`src/rtl/br_resolve_unit_pkg.sv`:
```
// Shared branch-resolution types: prediction record, BR opcode and the PHT
// counter step used by the resolve unit.
package br_resolve_unit_pkg;

  localparam logic [3:0] op_br    = 4'b0000;
  localparam logic [1:0] PHT_INIT = 2'b01;

  typedef struct packed {
    logic [15:0] pc;
    logic [15:0] target;
    logic        taken;
  } br_pred_t;

  typedef enum logic [0:0] {
    UPD_IDLE = 1'b0,
    UPD_PEND = 1'b1
  } upd_state_e;

  // Two-bit saturating step: up on taken, down on not-taken, clamped to 0..3.
  function automatic logic [1:0] pht_next(input logic [1:0] ctr, input logic taken);
    logic [1:0] nxt;
    if (taken) begin
      if (ctr == 2'b11) begin
        nxt = 2'b11;
      end else begin
        nxt = ctr + 2'b01;
      end
    end else begin
      if (ctr == 2'b00) begin
        nxt = 2'b00;
      end else begin
        nxt = ctr - 2'b01;
      end
    end
    return nxt;
  endfunction

  function automatic logic [15:0] fallthrough_pc(input logic [15:0] pc);
    return pc + 16'd2;
  endfunction

endpackage

```
`src/rtl/br_resolve_unit_fifo.sv`:
```
// In-flight prediction queue: circular buffer with head/tail pointers and an
// occupancy count; clear wins over push/pop on the same edge.
module br_pred_fifo
  import br_resolve_unit_pkg::*;
#(
  parameter int DEPTH = 4
) (
  input  logic                     clk,
  input  logic                     rst,
  input  logic                     push_i,
  input  br_pred_t                 push_data_i,
  input  logic                     pop_i,
  input  logic                     clear_i,
  output br_pred_t                 head_o,
  output logic [$clog2(DEPTH):0]   count_o
);

  localparam int AW = $clog2(DEPTH);
  localparam int CW = AW + 1;
  localparam logic [CW-1:0] FULL_CNT = {1'b1, {AW{1'b0}}};

  br_pred_t        mem_q [DEPTH];
  logic [AW-1:0]   head_q, head_d;
  logic [AW-1:0]   tail_q, tail_d;
  logic [CW-1:0]   count_q, count_d;
  logic            do_push_s;
  logic            do_pop_s;

  assign do_push_s = push_i && (count_q != FULL_CNT) && !clear_i;
  assign do_pop_s  = pop_i && (count_q != {CW{1'b0}}) && !clear_i;

  assign head_o  = mem_q[head_q];
  assign count_o = count_q;

  always_comb begin
    head_d  = head_q;
    tail_d  = tail_q;
    count_d = count_q;
    if (clear_i) begin
      head_d  = {AW{1'b0}};
      tail_d  = {AW{1'b0}};
      count_d = {CW{1'b0}};
    end else begin
      if (do_push_s) begin
        tail_d = tail_q + AW'(1);
      end else begin
        tail_d = tail_q;
      end
      if (do_pop_s) begin
        head_d = head_q + AW'(1);
      end else begin
        head_d = head_q;
      end
      case ({do_push_s, do_pop_s})
        2'b10:   count_d = count_q + CW'(1);
        2'b01:   count_d = count_q - CW'(1);
        default: count_d = count_q;
      endcase
    end
  end

  always_ff @(posedge clk or posedge rst) begin
    if (rst) begin
      head_q  <= {AW{1'b0}};
      tail_q  <= {AW{1'b0}};
      count_q <= {CW{1'b0}};
    end else begin
      head_q  <= head_d;
      tail_q  <= tail_d;
      count_q <= count_d;
    end
  end

  always_ff @(posedge clk or posedge rst) begin
    if (rst) begin
      for (int i = 0; i < DEPTH; i++) begin
        mem_q[i] <= '0;
      end
    end else if (do_push_s) begin
      mem_q[tail_q] <= push_data_i;
    end
  end

endmodule

```
`src/rtl/br_resolve_unit.sv`:
```
// Branch resolve unit: checks IF predictions against WB outcomes, raises a
// registered flush/redirect, feeds BTB updates and maintains the 2-bit PHT.
module br_resolve_unit
  import br_resolve_unit_pkg::*;
#(
  parameter int DEPTH     = 4,
  parameter int PHT_LINES = 32
) (
  input  logic        clk,
  input  logic        rst,
  input  logic        pred_valid_i,
  input  logic [15:0] pred_pc_i,
  input  logic [15:0] pred_target_i,
  input  logic        pred_taken_i,
  output logic        pred_ready_o,
  input  logic        res_valid_i,
  input  logic [15:0] res_pc_i,
  input  logic        res_taken_i,
  input  logic [15:0] res_target_i,
  output logic        flush_o,
  output logic [15:0] redirect_pc_o,
  output logic        upd_valid_o,
  output logic [15:0] upd_pc_o,
  output logic [15:0] upd_target_o,
  input  logic        upd_ready_i,
  input  logic [15:0] pht_pc_i,
  output logic        pht_taken_o,
  output logic [15:0] mispredicts_o
);

  localparam int CW = $clog2(DEPTH) + 1;
  localparam logic [CW-1:0] FULL_CNT = {1'b1, {(CW-1){1'b0}}};

  br_pred_t      push_data_s;
  br_pred_t      head_s;
  logic [CW-1:0] count_s;
  logic          hit_s;
  logic          eff_taken_s;
  logic [15:0]   eff_target_s;
  logic          mispredict_s;
  logic          push_s;
  logic          new_upd_s;
  logic [15:0]   redirect_s;
  logic [4:0]    pht_wr_idx_s;
  logic [4:0]    pht_rd_idx_s;
  logic          unused_pht_bits;

  logic [1:0]    pht_q [PHT_LINES];
  logic          flush_q;
  logic [15:0]   redirect_q;
  logic [15:0]   mispredicts_q;
  upd_state_e    state_q, state_d;
  logic [15:0]   upd_pc_q, upd_pc_d;
  logic [15:0]   upd_tgt_q, upd_tgt_d;

  assign push_data_s = '{pc: pred_pc_i, target: pred_target_i, taken: pred_taken_i};
  assign pred_ready_o = (count_s != FULL_CNT);
  // IF is still on the wrong path while flush is high, so its pushes are dropped.
  assign push_s = pred_valid_i && pred_ready_o && !flush_q;

  br_pred_fifo #(.DEPTH(DEPTH)) u_fifo (
    .clk         (clk),
    .rst         (rst),
    .push_i      (push_s),
    .push_data_i (push_data_s),
    .pop_i       (hit_s),
    .clear_i     (mispredict_s),
    .head_o      (head_s),
    .count_o     (count_s)
  );

  // An unmatched resolve is treated as an implicit not-taken fall-through prediction.
  always_comb begin
    hit_s        = res_valid_i && (count_s != {CW{1'b0}}) && (head_s.pc == res_pc_i);
    eff_taken_s  = 1'b0;
    eff_target_s = fallthrough_pc(res_pc_i);
    if (hit_s) begin
      eff_taken_s  = head_s.taken;
      eff_target_s = head_s.target;
    end else begin
      eff_taken_s  = 1'b0;
      eff_target_s = fallthrough_pc(res_pc_i);
    end
    mispredict_s = res_valid_i &&
                   ((eff_taken_s != res_taken_i) ||
                    (eff_taken_s && res_taken_i && (eff_target_s != res_target_i)));
    new_upd_s    = mispredict_s && res_taken_i;
    if (res_taken_i) begin
      redirect_s = res_target_i;
    end else begin
      redirect_s = fallthrough_pc(res_pc_i);
    end
  end

  always_ff @(posedge clk or posedge rst) begin
    if (rst) begin
      flush_q       <= 1'b0;
      redirect_q    <= 16'h0000;
      mispredicts_q <= 16'h0000;
    end else begin
      flush_q <= mispredict_s;
      if (mispredict_s) begin
        redirect_q <= redirect_s;
        if (mispredicts_q != 16'hFFFF) begin
          mispredicts_q <= mispredicts_q + 16'd1;
        end
      end
    end
  end

  assign pht_wr_idx_s    = res_pc_i[5:1];
  assign pht_rd_idx_s    = pht_pc_i[5:1];
  assign unused_pht_bits = ^{pht_pc_i[15:6], pht_pc_i[0]};
  assign pht_taken_o     = pht_q[pht_rd_idx_s][1];

  always_ff @(posedge clk or posedge rst) begin
    if (rst) begin
      for (int i = 0; i < PHT_LINES; i++) begin
        pht_q[i] <= PHT_INIT;
      end
    end else if (res_valid_i) begin
      pht_q[pht_wr_idx_s] <= pht_next(pht_q[pht_wr_idx_s], res_taken_i);
    end
  end

  // A newer update overwrites a pending one even if the BTB accepts this cycle.
  always_comb begin
    state_d   = state_q;
    upd_pc_d  = upd_pc_q;
    upd_tgt_d = upd_tgt_q;
    case (state_q)
      UPD_IDLE: begin
        if (new_upd_s) begin
          state_d   = UPD_PEND;
          upd_pc_d  = res_pc_i;
          upd_tgt_d = res_target_i;
        end else begin
          state_d   = UPD_IDLE;
        end
      end
      UPD_PEND: begin
        if (new_upd_s) begin
          state_d   = UPD_PEND;
          upd_pc_d  = res_pc_i;
          upd_tgt_d = res_target_i;
        end else if (upd_ready_i) begin
          state_d   = UPD_IDLE;
        end else begin
          state_d   = UPD_PEND;
        end
      end
      default: begin
        state_d = UPD_IDLE;
      end
    endcase
  end

  always_ff @(posedge clk or posedge rst) begin
    if (rst) begin
      state_q   <= UPD_IDLE;
      upd_pc_q  <= 16'h0000;
      upd_tgt_q <= 16'h0000;
    end else begin
      state_q   <= state_d;
      upd_pc_q  <= upd_pc_d;
      upd_tgt_q <= upd_tgt_d;
    end
  end

  assign flush_o       = flush_q;
  assign redirect_pc_o = redirect_q;
  assign mispredicts_o = mispredicts_q;
  assign upd_valid_o   = (state_q == UPD_PEND);
  assign upd_pc_o      = upd_pc_q;
  assign upd_target_o  = upd_tgt_q;

endmodule
```
`config.mk`:
```
export PLATFORM = sky130hd
export DESIGN_NAME = br_resolve_unit
export DESIGN_NICKNAME = d
export VERILOG_FILES = /design/src/rtl/br_resolve_unit_pkg.sv /design/src/rtl/br_resolve_unit_fifo.sv /design/src/rtl/br_resolve_unit.sv
export SDC_FILE = /design/constraint.sdc
export NUM_CORES = 1
export LEC_CHECK = 0
export CELL_PAD_IN_SITES_DETAIL_PLACEMENT = 1
export CELL_PAD_IN_SITES_GLOBAL_PLACEMENT = 1
export CORE_ASPECT_RATIO = 1.4
export CORE_MARGIN = 2
export CORE_UTILIZATION = 39
export CTS_BUF_LIST = sky130_fd_sc_hd__clkbuf_4
export DETAILED_ROUTE_END_ITERATION = 10
export PLACE_DENSITY_LB_ADDON = 0.3
export SLEW_MARGIN = 20
export SYNTH_ARGS = -nofsm -noshare
export SYNTH_HDL_FRONTEND = slang
export SYNTH_HIERARCHICAL = 1
export SYNTH_SLANG_ARGS = --single-unit
```
`constraint.sdc`:
```
create_clock -name clk -period 13.2 [get_ports clk]
set_input_delay 2.64 -clock clk [delete_from_list [all_inputs] [get_ports clk]]
set_output_delay 2.64 -clock clk [all_outputs]
set_load 0.05 [all_outputs]
```
==> metrics.md, run 1 <==
| Metric | Value |
|---|---|
| Pwr dens | `between 150 and 200 mW/mm^2` |
| CTS tree | `done` |
| Final min period | `8.227 ns` |
| Clk slew on worst S/H paths | `0.06 ns` |
| Num CTS Buffers | `between 70 and 80` |
| Fmax | `121.6 MHz` |
| Post-route DRC | `0` |
| Per-cell routed wire length | `21.39 um` |
| Width of the chip | `165.0 um` |
| Worst-path cell chain | `clkdlybuf4s50_1, mux4_2, mux4_2, mux2_2, clkdlybuf4s50_1` |
| Setup TNS Final | `0 ns` |
| Max-slew headroom | `32.97%` |
| Sw Ratio | `32.26%` |
| Fin area | `between 0.015 and 0.02 sq mm` |
| Worst VDD drop | `between 0.0001 and 0.00015 V` |
| Final hold vios | `0` |
| Total track usage | `20.42%` |
| Hold_buf cts | `0` |
| Global-route wire length before repair | `a little under 60,000 um` |
| Synth top cells by count | `237 x dfrtp_1, 122 x mux2_2, 90 x mux2_4` |
| Net load switching power | `993.3 uW` |
| Buffers on Ports | `143` |
| Pre-antenna DRT Iters | `4` |
| Clock root buffer | `clkbuf_4` |
| Die Ht | `229.4 um` |
| Post-synthesis cell count | `1,044` |
| Slew @ Worst Pin | `between 1 and 1.5 ns` |
| Synthesis-stage register bit count | `269` |
| Worst Path Class, Setup | `in -> out` |
| Lkg Pwr | `0.007289 uW` |
| Post-synthesis sequential area ratio | `47.83%` |
| Post-detailed-route count of antenna-violating nets | `0` |
| Post-DP Area | `0.01583 sq mm` |
| Syn Nets | `1,142` |
| Synth cell types | `60` |
| Initial DRC count | `365` |
| Post-synth EDFFs | `0` |
| CP max stage delay | `0.88 ns` |
| CP startpoint | `pht_pc_i[1]` |
| Initial core utilization | `39.54%` |
| Hold path startpoint | `upd_target_o[1]` |
| Status | `completed` |
| Initial antenna violation count | `1` |
| Mapped Area | `0.01416 sq mm` |
| Area share of the largest cell type after synthesis | `41.89%` |
| Routed vias/inst | `5.374` |
| CP arrival | `5.59 ns` |
| Post-CTS Resized | `0` |
| Largest cells by area after synthesis | `dfrtp_1 42%, mux2_2 9.7%, mux2_4 9.5%` |
| Layout area overhead | `18.84%` |
| CTS max path bufs | `3` |
| FF-to-FF Start | `u_fifo/head_q[0]` |
| Crit path required time | `around 11 ns` |
| GRT overflow | `0` |
| Hold Crit Class | `reg -> reg` |
| Hpwl dp | `24,910 um` |
| Slowest-stage cell, CP | `clkdlybuf4s50_1` |
| Final setup skew | `0.05064 ns` |
| Row Count | `82` |
| Core box area | `0.03581 sq mm` |
| Post-route clock period utilization | `62.32%` |
| RSZ-0062 raised after global routing | `no` |
| CP endpoint kind | `output port` |
| Proportion of layout cells with a drive suffix above 1 | `between 30% and 40%` |
| H-tree depth | `3` |
| Vias in the first global route | `10,370` |
| Pint | `2085 uW` |
| Final setup violation count | `0` |
| Sequential power share | `a little over two fifths` |
| Synthesized area per cell | `between 10 and 15 sq um` |
| # clock sinks | `269` |
| Combinational cell fraction of total power | `between 30 and 40%` |
| Critical Path Start Type | `input port` |
| Hold_ws | `0.4843 ns` |
| Synth area leader | `dfrtp_1` |
| Reported max-cap violation count | `0` |
| Dominant synthesized flop cell | `dfrtp_1` |
| Routed via count | `9,276` |
| Async set or reset register ratio after synthesis | `100.0%` |
| Slew Viols, Final | `0` |
| Fillers | `3,719` |
| Die ar. | `0.03786 sq mm` |
| Final #Nets | `about 1,300` |
| Crit path max fanout | `8` |
| Yosys warns | `6` |
| Top-count cell post-synth | `dfrtp_1` |
| Clk_lat worst skew | `0.79 ns` |
| Final Util | `a little under half` |
| Num ports | `155` |
| Post-Route WL | `~37,000 um` |
| Clock Power Share | `around a quarter` |
| Largest net degree at the start of global routing | `80` |
| Post CTS Setup Buffer Count | `0` |
| Final Wtd Congestion | `0.7602` |
[layer usage]
| layer | global-route usage, % | share of wire [%] | up-vias |
|---|---|---|---|
| met4 | 8.641 | 2.5 | 0 |
| met3 | 3.731 | 4.3 | 58 |
| met5 | 0 | 0 | - |
| met2 | 34.82 | 51 | 195 |
| li1 | - | - | 4176 |
| met1 | 25.17 | 42 | 4847 |
[through the flow]
stage / cells / setup slack [ns] / power [uW]
floorplan: 1044 / 6.101 / 2020
global placement: 1596 / 3.958 / 2252
detailed placement: 1596 / 3.921 / 2301
CTS: 1724 / 4.747 / 3123
global route: 1726 / 4.818 / 3262
finish: 1726 / 4.973 / 3079
[registers in the layout (all words and copies together), names as in the netlist]
register	cells
u_fifo/head_q	2
u_fifo/tail_q	2
upd_pc_o	16
pht_q	64
u_fifo/mem_q	132
redirect_pc_o	16
upd_valid_o	1
mispredicts_o	16
upd_target_o	16
flush_o	1
u_fifo/count_o	3
[path summary, 6_finish.rpt]
| kind | depth (start not counted) | end | slack, ns |
|---|---|---|---|
| hold reg to reg | 1 | upd_target_o[1] | 0.48 |
| setup reg to reg | 14 | u_fifo/mem_q[1] | 6.35 |
| hold / removal | 1 | upd_target_o[1] | 0.48 |
| max in group asynchronous | 3 | u_fifo/mem_q[67] | 9.24 |
| min in group asynchronous | 2 | u_fifo/mem_q[119] | 2.43 |
| setup / recovery | 5 | pht_taken_o | 4.97 |
[worst max-delay path: cells and delay by family]
kind	cells	cell delay, ns
buffers and inverters	2	1.58
multiplexers	3	1.36
[layout make-up]
| class | instances | area (sq um) | area share [%] |
|---|---|---|---|
| timing repair buffer | 154 | 1518 | 9.021 |
| sequential | 269 | 6773 | 40.25 |
| tap | 462 | 578.1 | 3.436 |
| antenna | 1 | 2.502 | 0.01487 |
| inverter | 35 | 136.4 | 0.8106 |
| clock buffer | 106 | 795.8 | 4.730 |
| clock inverter | 22 | 181.4 | 1.078 |
| multi-input combinational | 677 | 6840 | 40.66 |
[placed cells by master, fill, tap and decap left out, types with 5 or more instances in the layout]
master	instances
nand2b_1	5
or3_1	7
nand4_1	9
xor2_1	37
nand3b_1	6
clkbuf_4	106
inv_1	33
o21ai_0	24
mux2_4	90
nand2_1	35
a21oi_1	18
clkdlybuf4s50_1	143
mux2_1	37
o22ai_1	8
o211ai_1	14
xnor2_1	9
nor3b_1	6
nor3_1	19
nand3_1	19
dfrtp_1	236
buf_4	10
mux2_2	122
mux4_2	59
nor4_1	11
and2_1	10
dfstp_2	32
or4_1	6
clkinv_2	6
clkinv_1	9
ha_1	10
nor2_1	58
[power by group through the flow]
stage | clock network [uW] | registers, uW | logic (uW)
3_3_place_gp | 0 | 1280 | 975
6_report | 796 | 1290 | 994
4_1_cts | 831 | 1290 | 1000
3_5_place_dp | 0 | 1300 | 1000
2_1_floorplan | 0 | 1360 | 658
5_1_grt | 873 | 1330 | 1060
[cell families after synthesis]
logic type	share of synthesized area (%)
simple gates	8.520
fa+ha+maj	1.167
buf+inv	3.959
mux	31.86
compound gates	3.818
xor+xnor	2.846
flops	47.83
(Power assumes the default switching activity.)
==> run 2: changes to the inputs <==
==> constraint.sdc (replaced) <==
create_clock -name clk -period 8.3 [get_ports clk]
set_input_delay 1.66 -clock clk [delete_from_list [all_inputs] [get_ports clk]]
set_output_delay 1.66 -clock clk [all_outputs]
set_load 0.05 [all_outputs]
==> run 2 against run 1 <==
Against the previous run:
- combinational power up 59%
- critical path depth up 9
- flip-flop and latch count unchanged
- total power up 57%
- core utilization about the same
- clock skew up 0.0045 ns
- worst hold slack worse by 0.00054 ns
- highest routed layer unchanged
- clock power up 52%
- die area unchanged
- first-iteration DRC count down 5.2%
==> metrics.md, run 2 (synthesized netlist as in run 1, its figures left out) <==
| Metric | Value |
|---|---|
| Status | `completed` |
| Post-route DRC | `0` |
| Final min period | `6.776 ns` |
| Max-slew headroom | `27.85%` |
| GRT overflow | `0` |
| Crit path required time | `8.89 ns` |
| Clock Power Share | `between 20% and 30%` |
| Per-cell routed wire length | `21.49 um` |
| Core box area | `0.03581 sq mm` |
| Pre-antenna DRT Iters | `4` |
| Worst VDD drop | `between 0.00015 and 0.0002 V` |
| CP arrival | `7.37 ns` |
| Hold Crit Class | `reg -> reg` |
| Row Count | `82` |
| Initial DRC count | `approximately 350` |
| CTS tree | `done` |
| Layout area overhead | `18.90%` |
| Final Util | `47.01%` |
| Width of the chip | `between 150 and 200 um` |
| Post-route clock period utilization | `between 80% and 90%` |
| Global-route wire length before repair | `59,800 um` |
| Max FFs per register | `132` |
| Clock root buffer | `clkbuf_4` |
| Total design power | `slightly below 5000 uW` |
| Final setup violation count | `0` |
| Routed vias/inst | `5.374` |
| Sw Ratio | `32.10%` |
| Initial core utilization | `39.54%` |
| Largest net degree at the start of global routing | `73` |
| Lkg Pwr | `between 0.007 and 0.008 uW` |
| Total track usage | `20.65%` |
| Clk_lat worst skew | `0.76 ns` |
| Post-detailed-route count of antenna-violating nets | `0` |
| Final WS setup | `1.524 ns` |
| Clk slew on worst S/H paths | `~0.06 ns` |
| Combinational cell fraction of total power | `32.7%` |
| Post-CTS Resized | `0` |
| Worst Path Class, Setup | `in -> reg` |
| Commonest non-fill, non-tap cells in the layout | `236 x dfrtp_1, 143 x clkdlybuf4s50_1, 122 x mux2_2` |
| CP endpoint kind | `flop` |
| Slew @ Worst Pin | `between 1 and 1.5 ns` |
| Hpwl dp | `25,490 um` |
| Final setup skew | `0.05511 ns` |
| Num ports | `155` |
| H-tree depth | `3` |
| Setup WS pre-CTS | `0.7918 ns` |
| Commonest non-fill, non-tap cell in the layout | `dfrtp_1` |
| Vias in the first global route | `10,540` |
| Final Wtd Congestion | `approximately 0.8` |
| Buffers on Ports | `143` |
| # clock sinks | `269` |
| RSZ-0062 raised after global routing | `no` |
| Biggest regs | `u_fifo/mem_q x132, pht_q x64` |
| Slew Viols, Final | `0` |
| Pint | `3283 uW` |
| Post-Route WL | `37,190 um` |
| CTS max path bufs | `3` |
| Hold_buf cts | `0` |
| Num CTS Buffers | `72` |
| Fmax | `147.6 MHz` |
| Critical Path Start Type | `input port` |
| Pwr dens | `287.2 mW/mm^2` |
| Post CTS Setup Buffer Count | `0` |
| Final #Nets | `1,318` |
| Die ar. | `between 0.03 and 0.04 sq mm` |
| Proportion of layout cells with a drive suffix above 1 | `35.60%` |
| Setup TNS Final | `0 ns` |
| Initial antenna violation count | `2` |
| Routed via count | `9,303` |
| Crit path max fanout | `33` |
| Reported max-cap violation count | `0` |
| Net load switching power | `1552 uW` |
| Final hold vios | `0` |
| Die Ht | `229.4 um` |
| Sequential power share | `42.3%` |
| Biggest register | `u_fifo/mem_q` |
[run 2: changes by cell type in the layout (fill, tap and decap cells not counted), moves of 2 or more]
cell,previous run,this run
clkinvlp_4,2,0
clkinv_2,6,1
clkinv_1,9,11
buf_4,10,22
[run 2: layout make-up]
| cell class | instances | area, sq um |
|---|---|---|
| diodes | 2 | 5.005 |
| fillers | 3701 | 18970 |
| multi-input cells | 677 | 6834 |
| well taps | 462 | 578.1 |
| flip-flops and latches | 269 | 6773 |
| inverters | 35 | 136.4 |
| clock buffers | 107 | 803.3 |
| repair buffers | 165 | 1597 |
| clock inverters | 14 | 106.4 |
[run 2: metrics by stage]
| step | instance area, sq um | hold slack (ns) | cells |
|---|---|---|---|
| after global placement | 15920 | 0.4661 | 1608 |
| after global routing | 16830 | 0.5037 | 1731 |
| after detailed placement | 15920 | 0.4774 | 1608 |
| final | 16830 | 0.4837 | 1731 |
| after CTS | 16830 | 0.4895 | 1729 |
| after floorplan | 14160 | 0.4587 | 1044 |
[run 2: metal layers]
| metal | vias to the layer above | GRT usage (%) | wire length (um) |
|---|---|---|---|
| met1 | 4832 | 25.41 | 15510 |
| met2 | 204 | 35.36 | 19010 |
| met3 | 70 | 3.513 | 1529 |
| met5 | - | 0 | 0 |
| met4 | 0 | 8.913 | 1151 |
| li1 | 4197 | - | - |
[run 2: worst paths after layout]
path	endpoint	cells past startpoint	slack (ns)	startpoint
setup / recovery	u_fifo/mem_q[28]	14	1.52	res_pc_i[8]
hold / removal	upd_target_o[1]	1	0.48	upd_target_o[1]
setup reg to reg	u_fifo/mem_q[28]	14	1.57	u_fifo/head_q[0]
hold reg to reg	upd_target_o[1]	1	0.48	upd_target_o[1]
max in group asynchronous	u_fifo/mem_q[8]	4	5.19	rst
min in group asynchronous	u_fifo/mem_q[24]	2	1.46	rst
[run 2: power by group through the flow]
stage          Clock [uW]  Combinational, uW  Sequential (uW)
3_3_place_gp            0               1550             2030
2_1_floorplan           0               1050             2170
6_report             1210               1580             2050
5_1_grt              1320               1700             2110
4_1_cts              1260               1600             2050
3_5_place_dp            0               1600             2060
[run 2: critical path, cell delays in order]
cell and delay (ns):
clkdlybuf4s50_1 0.67, xor2_1 0.29, or4b_1 0.50, or3_1 0.63, or4_1 0.54, o2111ai_1 0.10, nand4b_1 0.19, nor4_4 0.29
buf_4 0.29, nor2_2 0.08, buf_4 0.21, nor2b_1 0.59, nand3_4 0.77, mux2_4 0.54
==> run 3: changes to the inputs <==
==> constraint.sdc (replaced) <==
create_clock -name clk -period 6.5 [get_ports clk]
set_input_delay 1.3 -clock clk [delete_from_list [all_inputs] [get_ports clk]]
set_output_delay 1.3 -clock clk [all_outputs]
set_load 0.05 [all_outputs]
==> run 3 against run 2 <==
Against the previous run:
- total power grew 25%
- register-to-register slack lost 0.55 ns
- global-route usage shrank 0.21 points
- cell area shrank 0.16%
- critical path type is now in -> out
- critical endpoint is now pht_taken_o
- largest cell class unchanged
- largest power group unchanged
==> metrics.md, run 3 (synthesized netlist as in run 1, its figures left out) <==
| Metric | Value |
|---|---|
| Reported max-cap violation count | `0` |
| Hpwl dp | `26,200 um` |
| Hold_buf cts | `0` |
| Slew @ Worst Pin | `0.9222 ns` |
| Status | `completed` |
| Post-route clock period utilization | `a little under nine tenths` |
| Fillers | `3,701` |
| Biggest register | `u_fifo/mem_q` |
| Final #Nets | `1,322` |
| CTS max path bufs | `3` |
| Post-route DRC | `0` |
| Vias in the first global route | `10,480` |
| Final hold vios | `0` |
| CTS tree | `done` |
| Worst VDD drop | `0.0001502 V` |
| Num CTS Buffers | `70` |
| Initial antenna violation count | `3` |
| Proportion of layout cells with a drive suffix above 1 | `35.55%` |
| Lkg Pwr | `0.007293 uW` |
| Setup TNS Final | `0 ns` |
| Clk_lat worst skew | `0.76 ns` |
| Critical Path Start Type | `input port` |
| Final min period | `5.563 ns` |
| Slew Viols, Final | `0` |
| Pre-antenna DRT Iters | `4` |
| Commonest non-fill, non-tap cell in the layout | `dfrtp_1` |
| Max FFs per register | `132` |
| Initial core utilization | `39.54%` |
| Clock root buffer | `clkbuf_4` |
| Buffers on Ports | `around 140` |
| Crit path max fanout | `8` |
| H-tree depth | `3` |
| Num ports | `155` |
| Die ar. | `0.03786 sq mm` |
| GRT overflow | `0` |
| Clk slew on worst S/H paths | `0.06 ns` |
| Crit path required time | `5.20 ns` |
| Post-CTS Resized | `0` |
| Global-route wire length before repair | `59,180 um` |
| # clock sinks | `between 200 and 300` |
| Die Ht | `229.4 um` |
| Hold Crit Class | `reg -> reg` |
| Area of the multi-input gates | `0.006835 sq mm` |
| Commonest non-fill, non-tap cells in the layout | `236 x dfrtp_1, 143 x clkdlybuf4s50_1, 122 x mux2_2` |
| Post-detailed-route count of antenna-violating nets | `0` |
| Core box area | `0.03581 sq mm` |
| Final setup violation count | `0` |
| Total design power | `just over 6000 uW` |
| Largest net degree at the start of global routing | `72` |
| Worst Path Class, Setup | `in -> out` |
| Fmax | `179.7 MHz` |
| Register Area | `0.006773 sq mm` |
| Final setup skew | `approximately 0.056 ns` |
| Final Wtd Congestion | `0.7842` |
| Biggest regs | `u_fifo/mem_q x132, pht_q x64` |
| Per-cell routed wire length | `about 22 um` |
| RSZ-0062 raised after global routing | `no` |
| CP endpoint kind | `output port` |
| Routed vias/inst | `5.428` |
| Post-Route WL | `roughly 37,000 um` |
| Pwr dens | `359.9 mW/mm^2` |
| CP arrival | `4.26 ns` |
| Post CTS Setup Buffer Count | `0` |
| Total track usage | `20.44%` |
| Routed via count | `9,379` |
| Initial DRC count | `470` |
| Max-slew headroom | `about two fifths` |
| Layout area overhead | `18.70%` |
| Width of the chip | `165.0 um` |
| Row Count | `slightly above 80` |
[run 3: cell count changes in the layout (fill, tap and decap cells not counted), sizes merged]
cell / previous run / this run
bufinv: 2 / 1
clkbuf: 107 / 97
diode: 2 / 3
inv: 35 / 37
clkinv: 12 / 11
buf: 22 / 28
[run 3: layer usage]
metal | GRT usage, % | routed length (um) | vias to the layer above | part of all wire, %
li1 | - | - | 4217 | -
met1 | 24.47 | 15070 | 4889 | 40
met2 | 35.56 | 19330 | 210 | 52
met3 | 4.201 | 1820 | 63 | 4.9
met4 | 8.152 | 1059 | 0 | 2.8
met5 | 0 | 0 | - | 0
[run 3: path summary, 6_finish.rpt]
check                                 start               end  slack (ns)  cells past startpoint
hold reg to reg            redirect_pc_o[0]  redirect_pc_o[0]        0.49                      1
hold / removal             redirect_pc_o[0]  redirect_pc_o[0]        0.49                      1
setup reg to reg           u_fifo/head_q[0]  u_fifo/mem_q[57]        1.02                     13
max in group asynchronous               rst  u_fifo/mem_q[48]        4.14                      3
setup / recovery                pht_pc_i[1]       pht_taken_o        0.94                      5
min in group asynchronous               rst         pht_q[37]        1.12                      2
[run 3: layout make-up]
cell class                 instances  share of cell area, %
clock buffer                      97                  4.333
multi-input combinational        677                  40.67
tap                              462                  3.440
inverter                          35                 0.8116
clock inverter                    14                 0.4765
sequential                       269                  40.30
antenna                            3                0.04467
timing repair buffer             171                  9.917
[run 3: where the power goes]
| group | switching (uW) | internal [uW] |
|---|---|---|
| Sequential | 341 | 2270 |
| Clock | 695 | 720 |
| Combinational | 922 | 1100 |
| Total | 1960 | 4090 |
[run 3: critical path: stages]
cell             delay (ns)
clkdlybuf4s50_1        0.88
mux4_2                 0.64
mux4_2                 0.47
mux2_2                 0.27
clkdlybuf4s50_1        0.70
[run 3: per-stage QoR]
stage / cells / hold slack, ns / setup WS [ns] / instance area (sq um) / util [%]
after global placement: 1614 / 0.4666 / 0.3504 / 15990 / 44.65
after detailed placement: 1614 / 0.4781 / 0.2776 / 15990 / 44.65
after CTS: 1725 / 0.4911 / 0.8838 / 16790 / 46.90
after global routing: 1727 / 0.5079 / 0.6513 / 16800 / 46.93
after floorplan: 1044 / 0.4587 / 0.7950 / 14160 / -
final: 1728 / 0.4879 / 0.9367 / 16800 / 46.93
